### src/rtl/seven_segment_capture_if.sv
// seven_segment_capture_if: scan inputs and reconstructed display state between the capture block and its users
interface seven_segment_capture_if;
    logic [7:0]  pos;
    logic [7:0]  segments;
    logic [31:0] digit;
    logic [7:0]  en_digit;
    logic [7:0]  en_dot;
    logic        frame_done;
    logic        decode_err;
    logic        pos_err;
    logic        timeout;
    modport slave (
        input  pos, segments,
        output digit, en_digit, en_dot, frame_done, decode_err, pos_err, timeout
    );
    modport master (
        output pos, segments,
        input  digit, en_digit, en_dot, frame_done, decode_err, pos_err, timeout
    );
endinterface

### src/rtl/seven_segment_capture.sv
// seven_segment_capture: rebuilds the 8-digit hex value, dot and digit enables from a multiplexed seven-segment scan
module seven_segment_capture #(
    parameter int STABLE_CYCLES  = 4,
    parameter int TIMEOUT_CYCLES = 65535
) (
    input logic clk,
    input logic rst,
    seven_segment_capture_if.slave bus
);
    localparam int SW = $clog2(STABLE_CYCLES + 1);
    localparam int TW = $clog2(TIMEOUT_CYCLES + 1);
    localparam logic [6:0] SEG_TBL [16] = '{
        7'b0000001, 7'b1001111, 7'b0010010, 7'b0000110,
        7'b1001100, 7'b0100100, 7'b0100000, 7'b0001111,
        7'b0000000, 7'b0000100, 7'b0001000, 7'b1100000,
        7'b0110001, 7'b1000010, 7'b0110000, 7'b0111000
    };
    logic [15:0]   sync1, s_in, held;
    logic [SW-1:0] stab_cnt;
    logic [TW-1:0] tmo_cnt;
    logic [7:0]    seen, seen_nxt;
    logic [2:0]    idx;
    logic [3:0]    val;
    logic          accept, one_hot, idle, match, blank, upd, frame;
    always_comb begin
        accept = stab_cnt == SW'(STABLE_CYCLES - 1) && s_in == held;
        idle = held[15:8] == 8'hFF;
        one_hot = $onehot(~held[15:8]);
        blank = held[7:1] == 7'h7F;
        idx = '0;
        for (int k = 0; k < 8; k++) idx = held[8+k] ? idx : 3'(k);
        match = 1'b0;
        val = '0;
        for (int k = 0; k < 16; k++) begin
            match = match | (held[7:1] == SEG_TBL[k]);
            val = held[7:1] == SEG_TBL[k] ? 4'(k) : val;
        end
        upd = accept && one_hot && (match || blank);
        seen_nxt = seen | (8'b1 << idx);
        frame = seen_nxt == 8'hFF;
    end
    always_ff @(posedge clk) begin
        if (!rst) begin
            sync1 <= '0;
            s_in <= '0;
            held <= '0;
            stab_cnt <= '0;
            tmo_cnt <= '0;
            seen <= '0;
            bus.digit <= '0;
            bus.en_digit <= '0;
            bus.en_dot <= '0;
            bus.frame_done <= 1'b0;
            bus.decode_err <= 1'b0;
            bus.pos_err <= 1'b0;
            bus.timeout <= 1'b0;
        end else begin
            sync1 <= {bus.pos, bus.segments};
            s_in <= sync1;
            if (s_in != held) begin
                held <= s_in;
                stab_cnt <= '0;
            end else if (stab_cnt < SW'(STABLE_CYCLES)) begin
                stab_cnt <= stab_cnt + 1'b1;
            end
            bus.pos_err <= accept && !idle && !one_hot;
            bus.decode_err <= accept && one_hot && !match && !blank;
            bus.frame_done <= upd && frame;
            // a valid accept outranks the timeout firing on the same edge
            if (accept && one_hot) begin
                tmo_cnt <= '0;
                bus.timeout <= 1'b0;
            end else if (tmo_cnt == TW'(TIMEOUT_CYCLES - 1)) begin
                tmo_cnt <= TW'(TIMEOUT_CYCLES);
                bus.timeout <= 1'b1;
                bus.en_digit <= '0;
                bus.en_dot <= '0;
                seen <= '0;
            end else if (tmo_cnt != TW'(TIMEOUT_CYCLES)) begin
                tmo_cnt <= tmo_cnt + 1'b1;
            end
            if (upd) begin
                if (match) bus.digit[{idx, 2'b00} +: 4] <= val;
                bus.en_digit[idx] <= match;
                bus.en_dot[idx] <= match & ~held[0];
                seen <= frame ? 8'h00 : seen_nxt;
            end
        end
    end
endmodule

### src/flat_wrapper.sv
// flat-port wrapper written by rule: the top's interface ports become plain ports
module seven_segment_capture_flat 
#(
    parameter int STABLE_CYCLES  = 4,
    parameter int TIMEOUT_CYCLES = 65535
)
  (clk, rst, bus_pos, bus_segments, bus_digit, bus_en_digit, bus_en_dot, bus_frame_done, bus_decode_err, bus_pos_err, bus_timeout);
  seven_segment_capture_if bus_i ();
  input logic clk;
  input logic rst;
  input wire logic [$bits(bus_i.pos)-1:0] bus_pos;
  input wire logic [$bits(bus_i.segments)-1:0] bus_segments;
  output wire logic [$bits(bus_i.digit)-1:0] bus_digit;
  output wire logic [$bits(bus_i.en_digit)-1:0] bus_en_digit;
  output wire logic [$bits(bus_i.en_dot)-1:0] bus_en_dot;
  output wire logic [$bits(bus_i.frame_done)-1:0] bus_frame_done;
  output wire logic [$bits(bus_i.decode_err)-1:0] bus_decode_err;
  output wire logic [$bits(bus_i.pos_err)-1:0] bus_pos_err;
  output wire logic [$bits(bus_i.timeout)-1:0] bus_timeout;
  assign bus_i.pos = bus_pos;
  assign bus_i.segments = bus_segments;
  assign bus_digit = bus_i.digit;
  assign bus_en_digit = bus_i.en_digit;
  assign bus_en_dot = bus_i.en_dot;
  assign bus_frame_done = bus_i.frame_done;
  assign bus_decode_err = bus_i.decode_err;
  assign bus_pos_err = bus_i.pos_err;
  assign bus_timeout = bus_i.timeout;
  seven_segment_capture #(.STABLE_CYCLES(STABLE_CYCLES), .TIMEOUT_CYCLES(TIMEOUT_CYCLES)) u_core (.clk(clk), .rst(rst), .bus(bus_i));
endmodule
### config.mk
export PLATFORM = sky130hd
export DESIGN_NAME = seven_segment_capture_flat
export DESIGN_NICKNAME = d
export VERILOG_FILES = /design/src/rtl/seven_segment_capture_if.sv /design/src/rtl/seven_segment_capture.sv /design/src/flat_wrapper.sv
export SDC_FILE = /design/constraint.sdc
export NUM_CORES = 1
export LEC_CHECK = 0
export BUFFER_PORTS_ARGS = -buffer_cell sky130_fd_sc_hd__buf_2
export CORE_AREA = 2 2 114 171
export CTS_CLUSTER_DIAMETER = 150
export DETAILED_ROUTE_END_ITERATION = 8
export DIE_AREA = 0 0 116 173
export PLACE_DENSITY = 0.57
export SYNTH_ARGS = -nofsm -noshare
export SYNTH_HDL_FRONTEND = slang
export SYNTH_SLANG_ARGS = --single-unit
### constraint.sdc
create_clock -name clk -period 8.95 [get_ports clk]
set_clock_uncertainty 0.15 [all_clocks]
set_input_delay 0.895 -clock clk [delete_from_list [all_inputs] [get_ports clk]]
set_output_delay 0.895 -clock clk [all_outputs]
set_load 0.01 [all_outputs]
==> results of run 1 <==
## sequential cells by signal, indices dropped and copies added, names as in the netlist, 3 cells and up
register and count:
u_core.bus.en_digit 8, u_core.tmo_cnt 16, u_core.stab_cnt 3, u_core.bus.digit 32, u_core.sync1 16, u_core.held 16
u_core.s_in 16, u_core.seen 8, u_core.bus.en_dot 8
## worst register-to-register path: cells and delay by family, from the launching register on
kind	cells	cell delay (ps)
fa+ha+maj	5	1740
buf+inv	3	190
flops	1	380
mux	1	200
simple gates	5	2030
## path summary, 6_finish.rpt
kind | startpoint | slack [ps] | depth (start not counted) | endpoint
worst max-delay path | u_core.held[9] | 4120 | 14 | u_core.bus.digit[17]
worst min-delay path | u_core.sync1[14] | 280 | 1 | u_core.s_in[14]
worst max register to register | u_core.held[9] | 4120 | 14 | u_core.bus.digit[17]
worst min register to register | u_core.sync1[14] | 280 | 1 | u_core.s_in[14]
## report_power, final
group / switching, mW / internal [mW] / leakage (nW)
Combinational: 0.0353 / 0.0227 / 1.60
Sequential: 0.00844 / 0.576 / 1.03
Clock: 0.258 / 0.424 / 0.278
## cell type report
class	instances	area, um2	area share
timing repair buffer	70	353	0.0535
inverter	24	90.1	0.0137
clock buffer	19	453	0.0686
sequential	127	2540	0.385
tap	252	315	0.0478
multi-input combinational	402	2710	0.411
clock inverter	12	135	0.0205
## kinds of logic after synthesis
group | count (synthesis) | share of synthesized area
AOI/OAI and AO/OA | 70 | 0.0844
xor gates and xnor gates | 26 | 0.0414
adders and majority gates | 24 | 0.0600
buffers and inverters | 56 | 0.0453
DFF | 127 | 0.462
muxes | 35 | 0.0639
and+or+nand+nor | 247 | 0.243
## cells in the final DEF (no fill, tap or decap), drive strengths merged, types with 5 or more instances in the layout
master / synthesis / layout
xor2: 24 / 24
o21ai: 24 / 24
buf: 19 / 70
nand2: 67 / 67
a31o: 6 / 6
nand4: 14 / 14
ha: 20 / 20
a21oi: 16 / 16
a211oi: 5 / 5
nor3b: 8 / 8
and2: 52 / 52
nor4: 9 / 9
and3: 8 / 8
dfxtp: 127 / 127
nor3: 12 / 12
clkbuf: 13 / 19
nor2: 28 / 28
mux2i: 34 / 34
inv: 24 / 26
nand3: 32 / 32
## per-layer routing
layer	share of wire	track usage
met1	0.43	0.146
met2	0.51	0.220
met3	0.032	0.0358
met4	0.023	0.0575
met5	0	0
==> impl_results.md, run 1 <==
* Die Width at around 120 um
* Skew-Pair Late Insertion Delay at between 400 and 500 ps
* Part of the cycle the worst path needs at 0.540
* Final count of pins violating max slew at 0
* Synth Cell Area at about 5500 um2
* Capturing element type of the critical path: register
* DP Area at around 6000 um2
* Worst Max-Slew Pin Slew at between 900 and 1000 ps
* Clock transition time at the flip-flop clock pins of the worst setup and hold paths at ~60 ps
* Number of iterations in the first detailed-routing pass at 4
* Warning count from the yosys run at 0
* Total non-filler cell area in the finished layout at between 6000 and 7000 um2
* FF+latch count, synth at about 130
* Nets@finish at a little under 700
* Worst-path cell with the longest stage delay: nor3_2
* Die outline area at approximately 20000 um2
* Number of global-route vias before repair at slightly above 4000
* Count of H-tree levels built during CTS at 4
* Worst Slack Setup Final at 4120 ps
* Max Clk Rate at between 200 and 250 MHz
* Area fraction of the dominant cell type after synthesis at 0.462
* Final hold vios at 0
* Starting density of the core at 0.298
* Critical Path Start Type: register
* Cell types occupying the most area after synthesis: dfxtp_1 (46%), mux2i_1 (6.2%), and2_1 (5.8%), nand2_1 (4.6%), ha_1 (4.5%)
* Sequential cell area fraction in the yosys report at 0.462
* Overall routing resource usage at 0.129
* Count of endpoints failing setup in the final report at 0
* Drt drc at 0
* Post-CTS Resized at 0
* Number of buffers on the longest clock path at 2
* Initial antenna violation count at 0
* Overall power consumption at between 1 and 1.5 mW
* Total instance count after detailed placement at 875
* Min Tclk post-route at 4830 ps
* Number of buffers inserted for hold repair after clock tree synthesis at 0
* Via total after detailed routing at between 4000 and 5000
* Buf/Inv on CP at 3
* Via density per instance at around 4.5
* Postcts setup bufs at 0
* Routed WL per cell at 13.5 um
* Post-synth ARST share at 0
* Critical path required time at 9090 ps
* Lkg Pwr at 2.91 nW
* CP peak stage delay at between 700 and 800 ps
* Worst vdd rail ir drop at 0.117 mV
* Global route overflow at 0
* Clock buffer count from CTS at 17
* Number of flops mapped to enable cells by yosys at 0
* Number of instances in the synthesized netlist at approximately 600
* CP cell instances: inv_1, ha_1, inv_1, fa_1, inv_1, fa_1, ha_1, fa_1, nor4b_1, nand2_1, nor3_2, and2_2, nand4b_1, mux2i_1
* Row Count at about 60
* Cell with the most instances after synthesis: dfxtp_1
* Average footprint of a synthesized cell at 9.40 um2
* CTS Sinks at about 130
* Antenna fix cells at 0
* Biggest fanout along the worst timing path at 16
* CTS tree: done
* Clock tree root driver cell: clkbuf_16
* Number of top-level pins at 70
* Slew headroom at 0.341
* Post-Layout Cell Count at between 900 and 1000
* Count of nets left with antenna violations after detail routing at 0
* Setup repair after global routing missed its margin: no
* Largest delay contributor family on the critical path: simple AND/OR/NAND/NOR gates
* Number of buffers inserted by port buffering at 69
* Vertical die dimension at roughly 170 um
* Max-cap viol count at 0
* Crit path DAT at around 5000 ps
* Filler cells at about 2000
* Synth Net Count at 627
* Final core area utilization at 0.357
* Status: finished clean
* 1st-iter DRT viols at 165
* Largest area contributor in the synthesized netlist: dfxtp_1
* Overall routed net length at approximately 12000 um
* Count of unique library cells instantiated by Yosys at 59
* Class of the most critical setup path: register to register
* Area growth from synthesis to final layout at 19.9%
* Worst hold slack across all endpoints at about 280 ps
* Largest net degree at the start of global routing at 67
* Primary FF master, synth: dfxtp_1
* Tightest Hold Check Type: register to register
* Share of post-route cells with drive strength above 1 at 0.179
* Global placer's final weighted congestion at 0.779
* Commonest cells post-synth: dfxtp_1 (127), nand2_1 (67), and2_1 (51), mux2i_1 (34), nand3_1 (32)
* Cell area power density at 201 nW/um2
* Placement-stage worst setup slack at roughly 4200 ps
* Core ar. at about 18000 um2
* Total negative slack for setup checks at 0 ps
* Placed wire-length estimate after detailed placement at just under 9000 um
* Global-route wire length before repair at 20300 um
No activity file was read; power rests on OpenSTA's default activity.
==> run 2: changes to the inputs <==
--- a/config.mk
+++ b/config.mk
@@ -10,7 +10,7 @@
 export CTS_CLUSTER_DIAMETER = 150
 export DETAILED_ROUTE_END_ITERATION = 8
 export DIE_AREA = 0 0 116 173
-export PLACE_DENSITY = 0.57
+export PLACE_DENSITY = 0.59
 export SYNTH_ARGS = -nofsm -noshare
 export SYNTH_HDL_FRONTEND = slang
 export SYNTH_SLANG_ARGS = --single-unit
==> constraint.sdc (replaced) <==
create_clock -name clk -period 4.3 [get_ports clk]
set_clock_uncertainty 0.15 [all_clocks]
set_input_delay 0.43 -clock clk [delete_from_list [all_inputs] [get_ports clk]]
set_output_delay 0.43 -clock clk [all_outputs]
set_load 0.01 [all_outputs]
==> run 2 against run 1 <==
Combinational power is 110% higher. Hold slack got worse by 220 ps. Setup slack lost 3800 ps. Fmax rose by 20%. Die area unchanged. Sequential power increased by 110%. Power rose by 110%. Via count up 2.0%. First-iteration DRC count increased by 66%. Register-to-register slack worse by 3800 ps. Flip-flop and latch count unchanged. Critical path depth up 1.
==> impl_results.md, run 2 (same netlist as run 1, synthesis figures left out) <==
* DP Area at approximately 6000 um2
* Overall routing resource usage at 0.127
* Clock buffer count from CTS at 17
* CTS Sinks at 127
* Overall power consumption at ~2.8 mW
* Skew-Pair Late Insertion Delay at roughly 420 ps
* Overall routed net length at ~12000 um
* Class of the most critical setup path: register to register
* Critical path required time at ~4400 ps
* Total non-filler cell area in the finished layout at about 6700 um2
* Final core area utilization at 0.363
* Cell area power density at around 420 nW/um2
* Via total after detailed routing at roughly 4200
* Largest register FFs at 32
* Worst vdd rail ir drop at around 0.25 mV
* Nets@finish at slightly below 700
* Drt drc at 0
* Worst-path cell with the longest stage delay: fa_1
* Count of nets left with antenna violations after detail routing at 0
* Number of global-route vias before repair at about 4000
* Final hold vios at 0
* Routed WL per cell at between 10 and 15 um
* Max-cap viol count at 0
* CP cell instances: inv_1, ha_1, inv_1, fa_1, inv_1, fa_1, ha_1, fa_1, nor4b_2, nand2_1, nor3_2, buf_6, and2_2, nand4b_1, mux2i_1
* Final count of pins violating max slew at 0
* Clock transition time at the flip-flop clock pins of the worst setup and hold paths at approximately 60 ps
* R2r endpoint: u_core.bus.digit[18]
* Number of buffers inserted by port buffering at between 60 and 70
* Initial antenna violation count at 0
* Count of H-tree levels built during CTS at 4
* CTS tree: done
* Die outline area at 20100 um2
* Critical Path Start Type: register
* Global-route wire length before repair at around 20000 um
* Hold-critical path endpoint: u_core.sync1[1]
* Crit path DAT at a little over 4000 ps
* Total instance count after detailed placement at 881
* Row Count at around 60
* Antenna fix cells at 0
* Tightest Hold Check Type: primary input to register
* Most common cell after layout, fill and taps aside: dfxtp_1
* Placed wire-length estimate after detailed placement at slightly below 9000 um
* Min-Delay Path Depth at 2
* Filler cells at just under 2000
* Max Clk Rate at 249 MHz
* Share of post-route cells with drive strength above 1 at 0.193
* CP peak stage delay at between 400 and 500 ps
* Global route overflow at 0
* Number of top-level pins at 70
* Origin of the worst min-delay path: bus_segments[1]
* 1st-iter DRT viols at 274
* Flop2flop setup slack at around 290 ps
* Number of buffers on the longest clock path at 2
* Largest net degree at the start of global routing at 64
* Part of the cycle the worst path needs at 0.933
* Die Width at ~120 um
* Area growth from synthesis to final layout at 21.7%
* Status: finished clean
* Worst hold slack across all endpoints at 65.5 ps
* Via density per instance at about 4.6
* Number of buffers inserted for hold repair after clock tree synthesis at 0
* Global placer's final weighted congestion at between 0.8 and 0.9
* Depth of the worst register-to-register path at 15
* Min Tclk post-route at approximately 4000 ps
* Worst Max-Slew Pin Slew at approximately 700 ps
* Worst r2r src: u_core.held[10]
* Capturing element type of the critical path: register
* Vertical die dimension at ~170 um
* Biggest fanout along the worst timing path at 16
* Starting density of the core at 0.298
* Biggest register: u_core.bus.digit
* Core ar. at 18500 um2
* Slew headroom at 0.531
* Most frequent cells in the layout: dfxtp_1 (126), buf_2 (69), nand2_1 (67)
* Post-Layout Cell Count at about 900
* Lkg Pwr at 2.96 nW
* Count of endpoints failing setup in the final report at 0
* Clock tree root driver cell: clkbuf_16
* Number of iterations in the first detailed-routing pass at 4
==> run 2: cell types whose count changed in the layout (fill, tap and decap cells not counted), sizes merged <==
cell,previous run,this run
buf,70,78
bufinv,2,3
clkinv,4,3
==> run 2: cell type report <==
cell class	count	area (um2)	share of cell area
clock buffers	19	453	0.0676
clock inverters	12	160	0.0239
inverters	24	90.1	0.0135
well taps	252	315	0.0471
multi-input cells	402	2720	0.406
repair buffers	78	417	0.0622
flip-flops and latches	127	2540	0.380
==> run 2: per-layer routing <==
metal  global-route usage  share of wire
met3               0.0375          0.039
met1                0.146           0.42
met2                0.215           0.52
met4               0.0585          0.022
met5                    0              0
==> run 2: repair_timing <==
action,4_1_cts,5_1_grt
buffers inserted,0,2
setup endpoints to repair,0,48
gates resized for setup,0,4
==> run 2: worst max-delay path by stage <==
| stage | startpoint | to | slack [ps] | cells past startpoint |
|---|---|---|---|---|
| 6_report | u_core.held[10] | u_core.bus.digit[18] | 290 | 15 |
| 5_1_grt | u_core.held[8] | u_core.bus.digit[17] | -1 | 15 |
| 4_1_cts | u_core.held[10] | u_core.bus.digit[26] | 120 | 15 |
| 3_5_place_dp | u_core.held[10] | u_core.bus.digit[26] | 160 | 15 |
| 3_3_place_gp | u_core.held[9] | u_core.bus.digit[18] | 240 | 15 |
| 2_1_floorplan | u_core.held[9] | u_core.bus.en_dot[6] | 390 | 15 |
==> run 2: per-stage QoR <==
step | setup slack, ps | setup TNS [ps]
2_1_floorplan | 387 | 0
3_3_place_gp | 241 | 0
3_5_place_dp | 159 | 0
4_1_cts | 119 | 0
5_1_grt | -1.10 | -1.10
6_report | 287 | 0
==> run 2: power breakdown <==
part / internal, mW / switching [mW] / total, mW
Clock: 0.942 / 0.529 / 1.47
Sequential: 1.20 / 0.0179 / 1.22
Combinational: 0.0501 / 0.0732 / 0.123
==> run 2: critical path, delay by kind of cell, from the launching register on <==
family | cells | cell delay (ps)
mux | 1 | 190
simple gates | 5 | 1000
flops | 1 | 390
buf+inv | 4 | 390
fa+ha+maj | 5 | 1780
